[config.mk]
export PLATFORM = sky130hd
export DESIGN_NAME = icache_assoc_flat
export DESIGN_NICKNAME = d
export VERILOG_FILES = /design/src/rtl/icache_assoc_if.sv /design/src/rtl/icache_assoc.sv /design/src/flat_wrapper.sv
export SDC_FILE = /design/constraint.sdc
export NUM_CORES = 2
export LEC_CHECK = 0
export BUFFER_PORTS_ARGS = -buffer_cell sky130_fd_sc_hd__buf_4
export CAP_MARGIN = 25
export CORE_MARGIN = 2
export CORE_UTILIZATION = 55
export DETAILED_ROUTE_END_ITERATION = 8
export PLACE_DENSITY = 0.71
export SLEW_MARGIN = 20
export SYNTH_ARGS = -nofsm -noshare
export SYNTH_HDL_FRONTEND = slang
export SYNTH_MEMORY_MAX_BITS = 65536
export SYNTH_SLANG_ARGS = --single-unit
[constraint.sdc]
create_clock -name clk_in -period 5.7 [get_ports clk_in]
set_clock_uncertainty 0.1 [all_clocks]
set_input_delay 1.71 -clock clk_in [delete_from_list [all_inputs] [get_ports clk_in]]
set_output_delay 1.71 -clock clk_in [all_outputs]
set_load 0.005 [all_outputs]
[src/rtl/icache_assoc_if.sv]
// Fetch-side request/response and word-serial refill bus of the set-associative icache.
interface icache_assoc_if;
  logic        req_valid;
  logic [31:0] req_addr;
  logic        req_ready;
  logic        resp_valid;
  logic [31:0] resp_data;
  logic        mem_req;
  logic [31:0] mem_addr;
  logic        mem_valid;
  logic [31:0] mem_data;

  modport master (
    output req_valid, req_addr, mem_valid, mem_data,
    input  req_ready, resp_valid, resp_data, mem_req, mem_addr
  );

  modport slave (
    input  req_valid, req_addr, mem_valid, mem_data,
    output req_ready, resp_valid, resp_data, mem_req, mem_addr
  );
endinterface

[src/rtl/icache_assoc.sv]
// Set-associative instruction cache, round-robin replacement, word-serial line refill.
// Optional hit/miss counters when ICACHE_PERF_EN is defined.
module icache_assoc #(
  parameter int SETS       = 16,
  parameter int WAYS       = 2,
  parameter int LINE_WORDS = 4
) (
  input  logic          clk_in,
  input  logic          rst_in,
  input  logic          rdy_in,
  input  logic          flush_in,
  icache_assoc_if.slave bus
`ifdef ICACHE_PERF_EN
  ,
  output logic [31:0]   hit_cnt,
  output logic [31:0]   miss_cnt
`endif
);
  localparam int WO_W  = $clog2(LINE_WORDS);
  localparam int SET_W = $clog2(SETS);
  localparam int TAG_W = 30 - WO_W - SET_W;
  localparam int WAY_W = (WAYS > 1) ? $clog2(WAYS) : 1;

  typedef enum logic [1:0] {IDLE, LOOKUP, REFILL} state_e;

  state_e             state_q, state_d;
  logic [31:2]        raddr_q;
  logic [WAYS-1:0]    valid_q [SETS];
  logic [WAY_W-1:0]   rr_q    [SETS];
  logic [WAY_W-1:0]   victim_q;
  logic [WO_W-1:0]    cnt_q;
  logic [31:0]        word_q;
  logic               flushed_q;
  logic               resp_valid_q;
  logic [31:0]        resp_data_q;

  logic [TAG_W-1:0]   tag_q  [SETS][WAYS];
  logic [31:0]        data_q [SETS][WAYS][LINE_WORDS];

  logic [WO_W-1:0]    r_word;
  logic [SET_W-1:0]   r_set;
  logic [TAG_W-1:0]   r_tag;
  logic               hit;
  logic [WAY_W-1:0]   hit_way;
  logic [31:0]        hit_word;
  logic               accept, beat, last;
  logic               unused_lsbs;

  assign r_word      = raddr_q[WO_W+1:2];
  assign r_set       = raddr_q[WO_W+SET_W+1:WO_W+2];
  assign r_tag       = raddr_q[31:WO_W+SET_W+2];
  assign unused_lsbs = ^bus.req_addr[1:0];

  always_comb begin
    hit     = 1'b0;
    hit_way = '0;
    for (int w = 0; w < WAYS; w++) begin
      if (!hit && valid_q[r_set][w] && tag_q[r_set][w] == r_tag) begin
        hit     = 1'b1;
        hit_way = WAY_W'(w);
      end
    end
  end
  assign hit_word = data_q[r_set][hit_way][r_word];

  always_comb begin
    state_d = state_q;
    accept  = 1'b0;
    beat    = 1'b0;
    last    = 1'b0;
    case (state_q)
      IDLE: if (bus.req_valid) begin
        accept  = 1'b1;
        state_d = LOOKUP;
      end
      LOOKUP: state_d = hit ? IDLE : REFILL;
      REFILL: if (bus.mem_valid) begin
        beat = 1'b1;
        if (&cnt_q) begin
          last    = 1'b1;
          state_d = IDLE;
        end
      end
      default: state_d = IDLE;
    endcase
  end

  always_ff @(posedge clk_in or negedge rst_in) begin
    if (!rst_in) begin
      state_q      <= IDLE;
      raddr_q      <= '0;
      victim_q     <= '0;
      cnt_q        <= '0;
      word_q       <= '0;
      flushed_q    <= 1'b0;
      resp_valid_q <= 1'b0;
      resp_data_q  <= '0;
      for (int s = 0; s < SETS; s++) begin
        valid_q[s] <= '0;
        rr_q[s]    <= '0;
      end
    end else if (rdy_in) begin
      state_q      <= state_d;
      resp_valid_q <= 1'b0;
      if (accept) raddr_q <= bus.req_addr[31:2];
      if (state_q == LOOKUP) begin
        if (hit) begin
          resp_valid_q <= 1'b1;
          resp_data_q  <= hit_word;
        end else begin
          victim_q  <= rr_q[r_set];
          cnt_q     <= '0;
          flushed_q <= 1'b0;
        end
      end
      // A flush seen anywhere in the refill keeps the incoming line invalid
      if (state_q == REFILL && flush_in) flushed_q <= 1'b1;
      if (beat) begin
        cnt_q <= cnt_q + WO_W'(1);
        if (cnt_q == r_word) word_q <= bus.mem_data;
      end
      if (last) begin
        resp_valid_q <= 1'b1;
        resp_data_q  <= (cnt_q == r_word) ? bus.mem_data : word_q;
        rr_q[r_set]  <= (WAYS == 1) ? '0 : rr_q[r_set] + WAY_W'(1);
      end
      if (flush_in) begin
        for (int s = 0; s < SETS; s++) valid_q[s] <= '0;
      end else if (last && !flushed_q) begin
        valid_q[r_set][victim_q] <= 1'b1;
      end
    end
  end

  always_ff @(posedge clk_in) begin
    if (rdy_in && beat) begin
      data_q[r_set][victim_q][cnt_q] <= bus.mem_data;
      if (last) tag_q[r_set][victim_q] <= r_tag;
    end
  end

  assign bus.req_ready  = (state_q == IDLE);
  assign bus.resp_valid = resp_valid_q;
  assign bus.resp_data  = resp_data_q;
  assign bus.mem_req    = (state_q == REFILL);
  assign bus.mem_addr   = (state_q == REFILL) ? {raddr_q[31:WO_W+2], cnt_q, 2'b00} : '0;

`ifdef ICACHE_PERF_EN
  logic [31:0] hit_cnt_q, miss_cnt_q;

  always_ff @(posedge clk_in or negedge rst_in) begin
    if (!rst_in) begin
      hit_cnt_q  <= '0;
      miss_cnt_q <= '0;
    end else if (rdy_in && state_q == LOOKUP) begin
      if (hit) hit_cnt_q  <= hit_cnt_q + 32'd1;
      else     miss_cnt_q <= miss_cnt_q + 32'd1;
    end
  end

  assign hit_cnt  = hit_cnt_q;
  assign miss_cnt = miss_cnt_q;
`endif
endmodule

[src/flat_wrapper.sv]
// flat-port wrapper written by rule: the top's interface ports become plain ports
module icache_assoc_flat 
#(
  parameter int SETS       = 16,
  parameter int WAYS       = 2,
  parameter int LINE_WORDS = 4
)
  (clk_in, rst_in, rdy_in, flush_in, bus_req_valid, bus_req_addr, bus_mem_valid, bus_mem_data, bus_req_ready, bus_resp_valid, bus_resp_data, bus_mem_req, bus_mem_addr);
  icache_assoc_if bus_i ();
  input  logic clk_in;
  input  logic rst_in;
  input  logic rdy_in;
  input  logic flush_in;
  input wire logic [$bits(bus_i.req_valid)-1:0] bus_req_valid;
  input wire logic [$bits(bus_i.req_addr)-1:0] bus_req_addr;
  input wire logic [$bits(bus_i.mem_valid)-1:0] bus_mem_valid;
  input wire logic [$bits(bus_i.mem_data)-1:0] bus_mem_data;
  output wire logic [$bits(bus_i.req_ready)-1:0] bus_req_ready;
  output wire logic [$bits(bus_i.resp_valid)-1:0] bus_resp_valid;
  output wire logic [$bits(bus_i.resp_data)-1:0] bus_resp_data;
  output wire logic [$bits(bus_i.mem_req)-1:0] bus_mem_req;
  output wire logic [$bits(bus_i.mem_addr)-1:0] bus_mem_addr;
  assign bus_i.req_valid = bus_req_valid;
  assign bus_i.req_addr = bus_req_addr;
  assign bus_i.mem_valid = bus_mem_valid;
  assign bus_i.mem_data = bus_mem_data;
  assign bus_req_ready = bus_i.req_ready;
  assign bus_resp_valid = bus_i.resp_valid;
  assign bus_resp_data = bus_i.resp_data;
  assign bus_mem_req = bus_i.mem_req;
  assign bus_mem_addr = bus_i.mem_addr;
  icache_assoc #(.SETS(SETS), .WAYS(WAYS), .LINE_WORDS(LINE_WORDS)) u_core (.clk_in(clk_in), .rst_in(rst_in), .rdy_in(rdy_in), .flush_in(flush_in), .bus(bus_i));
endmodule
* Word level (Yosys, flattened, before mapping)
Memories as Yosys holds them, arrays and structs flattened.
Cells that the tools add are included.
** Operators by class
- $add $sub $neg :: 2
- Order comparisons :: 10
- Eq/ne operators :: 10
- Multiplexer cells :: 61
- Bitwise logic cells :: 7
- Reductions and logical operators :: 28
** Operator list (count)
- 2-to-1 mux 128 bit :: 4
- 2-to-1 mux 32 bit :: 10
- 2-to-1 mux 256 bit :: 1
- demux 128 bit (select 1 bit) :: 1
- binary-select mux 32 bit (select 2 bit) :: 1
- demux 32 bit (select 2 bit) :: 1
- equality test 24 bit :: 2
- 2-to-1 mux 48 bit :: 1
- OR 32 bit :: 1
- demux 24 bit (select 1 bit) :: 1
- 2-to-1 mux 24 bit :: 1
- 2-to-1 mux 1 bit :: 23
- 2-to-1 mux 2 bit :: 10
- bitwise mux 16 bit :: 1
- AND reduction 3 bit :: 4
- logical AND 1 bit :: 10
- AND reduction 2 bit :: 5
- nonzero test 2 bit :: 5
- binary-select mux 2 bit (select 4 bit) :: 1
- demux 2 bit (select 4 bit) :: 1
- != test 2 bit (second input constant) :: 4
- >= comparator 3 bit (second input constant) :: 2
- inverter 2 -> 3 bit :: 2
- case mux 2 bit (3 select lines) :: 1
- 22 further kinds :: 25
** Storage, ports and cells
- Bits in registers :: 149
- RAM bits :: 4864
- Output and inout bits :: 67
- Memories kept :: 2
** Memories
- u_core.data_q :: depth 16, width 256, read ports 1, clocked after memory_dff 0, wr ports 1, RTL line icache_assoc.sv:38 : logic [31:0] data_q [SETS][WAYS][LINE_WORDS];
- u_core.tag_q :: depth 16, width 48, read ports 1, clocked after memory_dff 0, wr ports 1, RTL line icache_assoc.sv:37 : logic [TAG_W-1:0] tag_q [SETS][WAYS];

* Logic depth before layout (Yosys ltp)
- Word-level depth :: 20
- Mapped depth :: 19

* Least setup slack after synthesis
OpenSTA, ideal clock, no wires.
- Path type :: input to register
- From :: input port bus_mem_valid
- To :: memory u_core.data_q[0][0] (netlist bit), enable pin
- Setup time :: 0.421 ns
- Arrival time :: 4.282 ns
- Required time :: 5.179 ns
- Setup slack :: 0.897 ns
- Stages on the path :: 7
- Path buffers :: 4
- Cells stage by stage :: and3_1 clkbuf_1 nand2_1 clkbuf_1 clkbuf_1 buf_1 nor2_1
** On the way
- Longest elaborated chain between the ends :: 5
** RTL lines
- start, declared :: RTL line flat_wrapper.sv:16 : input wire logic [$bits(bus_i.mem_valid)-1:0] bus_mem_valid;
- 2-to-1 mux 1 bit :: RTL line icache_assoc.sv:77 : REFILL: if (bus.mem_valid) begin
- 2-to-1 mux 1 bit :: RTL line icache_assoc.sv:71 : case (state_q)
- logical AND 1 bit :: RTL line icache_assoc.sv:136 : if (rdy_in && beat) begin
- 2-to-1 mux 1 bit :: RTL line icache_assoc.sv:136
- 2-to-1 mux 256 bit (not written as such) :: RTL line icache_assoc.sv:137 : data_q[r_set][victim_q][cnt_q] <= bus.mem_data;
- end, declared :: RTL line icache_assoc.sv:38
Every way passes these cells.

* Final worst setup path
- From :: register u_core.raddr_q[5] (netlist bit)
- To :: register u_core.resp_data_q[4], in the netlist u_core.bus.resp_data[4]
** On the way
- Longest elaborated chain between the ends :: 20
** RTL lines
- start, declared :: RTL line icache_assoc.sv:27 : logic [31:2] raddr_q;
- start signal, assigned :: RTL line icache_assoc.sv:105 : if (accept) raddr_q <= bus.req_addr[31:2];
- parallel branches: the longest is 20 deep, another holds memory read (16 x 48 bit)
- end signal, assigned :: RTL line icache_assoc.sv:109 : resp_data_q <= hit_word;
- end signal, assigned :: RTL line icache_assoc.sv:124 : resp_data_q <= (cnt_q == r_word) ? bus.mem_data : word_q;
- end, declared :: RTL line icache_assoc.sv:35 : logic [31:0] resp_data_q;
Parallel ways; which one is timed is not known. The select of a mux whose other input is x is not followed.
A chain may end at the register's enable or synchronous reset.

==> metrics.md <==
| Metric | Value |
|---|---|
| Status | `completed` |
| Buffers added on ports | `about 130` |
| Worst Tran Pin Value | `~1.2 ns` |
| Router iterations before antenna repair | `9` |
| Crit path cell chain | `buf_12 -> mux4_2 -> and4_1 -> nor4_1 -> nand4_1 -> a2111oi_0 -> nand4_1 -> nor4_4 -> nor2_4 -> buf_12 -> mux4_1 -> nor2b_1 -> buf_4 -> o41ai_1` |
| Placed instance area | `203600 um2` |
| Distinct cells, synth | `86` |
| Max Cap Viol | `0` |
| VDD IR max | `~410 uV` |
| Share of the synthesized area in the top cell type | `0.7531` |
| RSZ-0062 raised after global routing | `false` |
| Leakage | `68.56 nW` |
| Area leader, netlist | `edfxtp_1` |
| Clock buffer depth | `4` |
| Clk slew on worst S/H paths | `0.06 ns` |
| Number of fill cells in the layout | `between 20000 and 25000` |
| Post-synth EDFFs | `roughly 4900` |
| Worst-path fanout max | `39` |
| Setup WS post-layout | `0.1037 ns` |
| # IOs | `between 100 and 150` |
| Final hold viol count | `0` |
| Core area | `approximately 350000 um2` |
| Synth async-reset ratio | `0.02972` |
| FF+latch count, synth | `5013` |
| Initial core utilization | `0.5512` |
| Share of post-route cells with drive strength above 1 | `0.3195` |
| Syn Inst Count | `~8300` |
| CTS sink cnt | `roughly 5000` |
| Fin cells | `about 14000` |
| First-pass GRT wire length | `between 600 and 700 mm` |
| Mapped Avg Cell Area | `approximately 23 um2` |
| Hold Path Class | `register to register` |
| Post-Syn Area | `approximately 190000 um2` |
| Wirelength per Cell | `35.65 um` |
| DRC | `0` |
| Sequential share of the synthesized area | `0.7724` |
| Die ar. | `~360000 um2` |
| Most frequent standard cell in the layout excluding fill and tap cells | `edfxtp_1` |
| Crit-path max cell delay | `slightly below 0.8 ns` |
| Fin crit period | `between 5 and 6 ns` |
| Cells after DPL | `approximately 13000` |
| H-Tree Depth | `5` |
| Startpoint Class | `register` |
| Final setup TNS | `0 ns` |
| CTS tree | `built` |
| Crit path buf inv count | `3` |
| Final period util | `0.9818` |
| Skew-Pair Late Insertion Delay | `between 0.9 and 1 ns` |
| DRT iter0 DRCs | `roughly 13000` |
| Max Slew Vio Count | `0` |
| Die Wd | `roughly 600 um` |
| Row cnt | `~220` |
| Via density | `6.707` |
| Largest net degree at the start of global routing | `164` |
| Clock root buffer | `clkbuf_16` |
| Final Net Count | `about 9000` |
| HPWL after detailed placement | `between 200 and 300 mm` |
| Most used DFF post-synth | `edfxtp_1` |
| Detail Route Antenna Nets | `0` |
| Crit path max-delay family | `simple AND/OR/NAND/NOR gates` |
| CP arrival | `approximately 6.4 ns` |
| CTS buffer count | `around 480` |
| Vias | `~94000` |
| Final setup fails | `0` |
| Crit. End Element | `register` |
| Critical path's slowest cell | `dfrtp_4` |
| PD cells | `about 470 nW/um2` |
| Commonest non-fill, non-tap cells in the layout | `4864 x edfxtp_1, 1437 x mux4_2, 492 x buf_4` |
| Total grt overflow | `0` |
| Max_slew headroom | `0.2024` |
| GPL Wtd Cong | `0.8614` |
| Req. time, crit path | `between 6 and 7 ns` |
| DIE HEIGHT | `roughly 600 um` |
| CP Class | `register to register` |
| Setup WS pre-CTS | `-0.08940 ns` |
| Vias in the first global route | `94660` |
| GRT Util Overall | `0.2771` |
| Drt total wl | `497.5 mm` |
| Area grow syn2layout | `13.05%` |
| Post-route total power | `about 100 mW` |
| Synth top area cells | `edfxtp_1 75%, mux4_2 17%, dfrtp_1 1.9%, mux2i_1 0.82%, mux2_2 0.60%` |
| Fmax | `roughly 180 MHz` |
| Post-CTS Hold Buffers | `0` |
| Post-route cell area | `219200 um2` |
| Yosys warnings | `0` |
| Initial antenna violation count | `22` |
## layer usage
layer	GRT usage	wire length (um)
met1	0.3690	177900
met2	0.4437	241800
met3	0.05865	51850
met4	0.1286	25680
met5	0.005348	350
## sequential cells by signal, indices dropped and copies added (netlist names)
| register | flops |
|---|---|
| u_core.data_q | 4096 |
| u_core.tag_q | 768 |
| u_core.bus.resp_data | 32 |
| u_core.valid_q | 32 |
| u_core.word_q | 32 |
| u_core.raddr_q | 30 |
| u_core.rr_q | 16 |
| u_core.cnt_q | 2 |
| u_core.state_q | 2 |
| u_core.bus.resp_valid | 1 |
| u_core.flushed_q | 1 |
| u_core.victim_q | 1 |
## tightest hold or removal path, cell delays in order, from the launching register on
cell	delay, ns
dfrtp_1	0.35
a31oi_1	0.04
nor2_1	0.07
## stage by stage
| stage | util | hold WS [ns] |
|---|---|---|
| global placement | 0.5785 | 0.3745 |
| global route | 0.6230 | 0.4232 |
| detailed placement | 0.5787 | 0.3905 |
| CTS | 0.6223 | 0.4030 |
| finish | 0.6231 | 0.4031 |
| floorplan | - | 0.3573 |
## kinds of logic (layout without fill, tap and decap cells)
family | after synthesis | in the layout | synth area share
other | 1 | 13 | 0.00001934
DFF | 5013 | 5013 | 0.7724
xor gates and xnor gates | 64 | 64 | 0.002890
and+or+nand+nor | 640 | 640 | 0.01526
AOI/OAI and AO/OA | 400 | 400 | 0.01489
buffers and inverters | 504 | 1478 | 0.01162
adders and majority gates | 4 | 4 | 0.0002581
muxes | 1723 | 1723 | 0.1827
## Yosys cell counts, drive strengths merged (8+ instances only)
cell type / number
nand3: 42
xnor2: 44
mux2i: 159
a211oi: 34
nor3: 28
mux4: 1440
a21oi: 50
o211ai: 35
a211o: 17
o41ai: 13
o21ai: 48
nor2: 259
o31ai: 12
inv: 21
nor2b: 48
nor4: 13
a22oi: 26
o22ai: 21
nand2b: 14
a22o: 13
dfrtp: 149
a221oi: 26
and2: 39
buf: 217
clkbuf: 263
mux2: 124
nand4: 8
edfxtp: 4864
a31oi: 24
nand2: 155
a21boi: 14
o21a: 19
xor2: 20
## layout make-up
cell class | count | area [um2] | area share
antenna | 11 | 27.53 | 0.0001256
clock buffer | 602 | 12750 | 0.05814
clock inverter | 285 | 2559 | 0.01167
inverter | 24 | 97.59 | 0.0004452
multi-input combinational | 2833 | 43030 | 0.1963
sequential | 5013 | 149800 | 0.6833
tap | 4620 | 5781 | 0.02637
timing repair buffer | 567 | 5185 | 0.02365
## power by group
part / switching (mW) / internal [mW] / total, mW
Sequential: 0.810 / 41.6 / 42.4
Combinational: 16.4 / 13.2 / 29.7
Clock: 13.5 / 17.5 / 31.0
## final timing paths
path                                    startpoint                      end  slack (ns)  cells past startpoint
worst min register to register  u_core.valid_q[10]       u_core.valid_q[10]        0.40                      2
max in group asynchronous                   rst_in        u_core.word_q[20]        3.77                      2
min in group asynchronous                   rst_in       u_core.raddr_q[28]        0.64                      1
worst max-delay path             u_core.raddr_q[5]  u_core.bus.resp_data[4]        0.10                     14
worst max register to register   u_core.raddr_q[5]  u_core.bus.resp_data[4]        0.10                     14
worst min-delay path            u_core.valid_q[10]       u_core.valid_q[10]        0.40                      2
## repair_timing
action	4_1_cts	5_1_grt
setup buffers	3	2
resized for setup	2	0
setup endpoints to repair	3	5
endpoints found under the hold margin	0	0
Note: power is estimated with default switching activity, not from simulation.
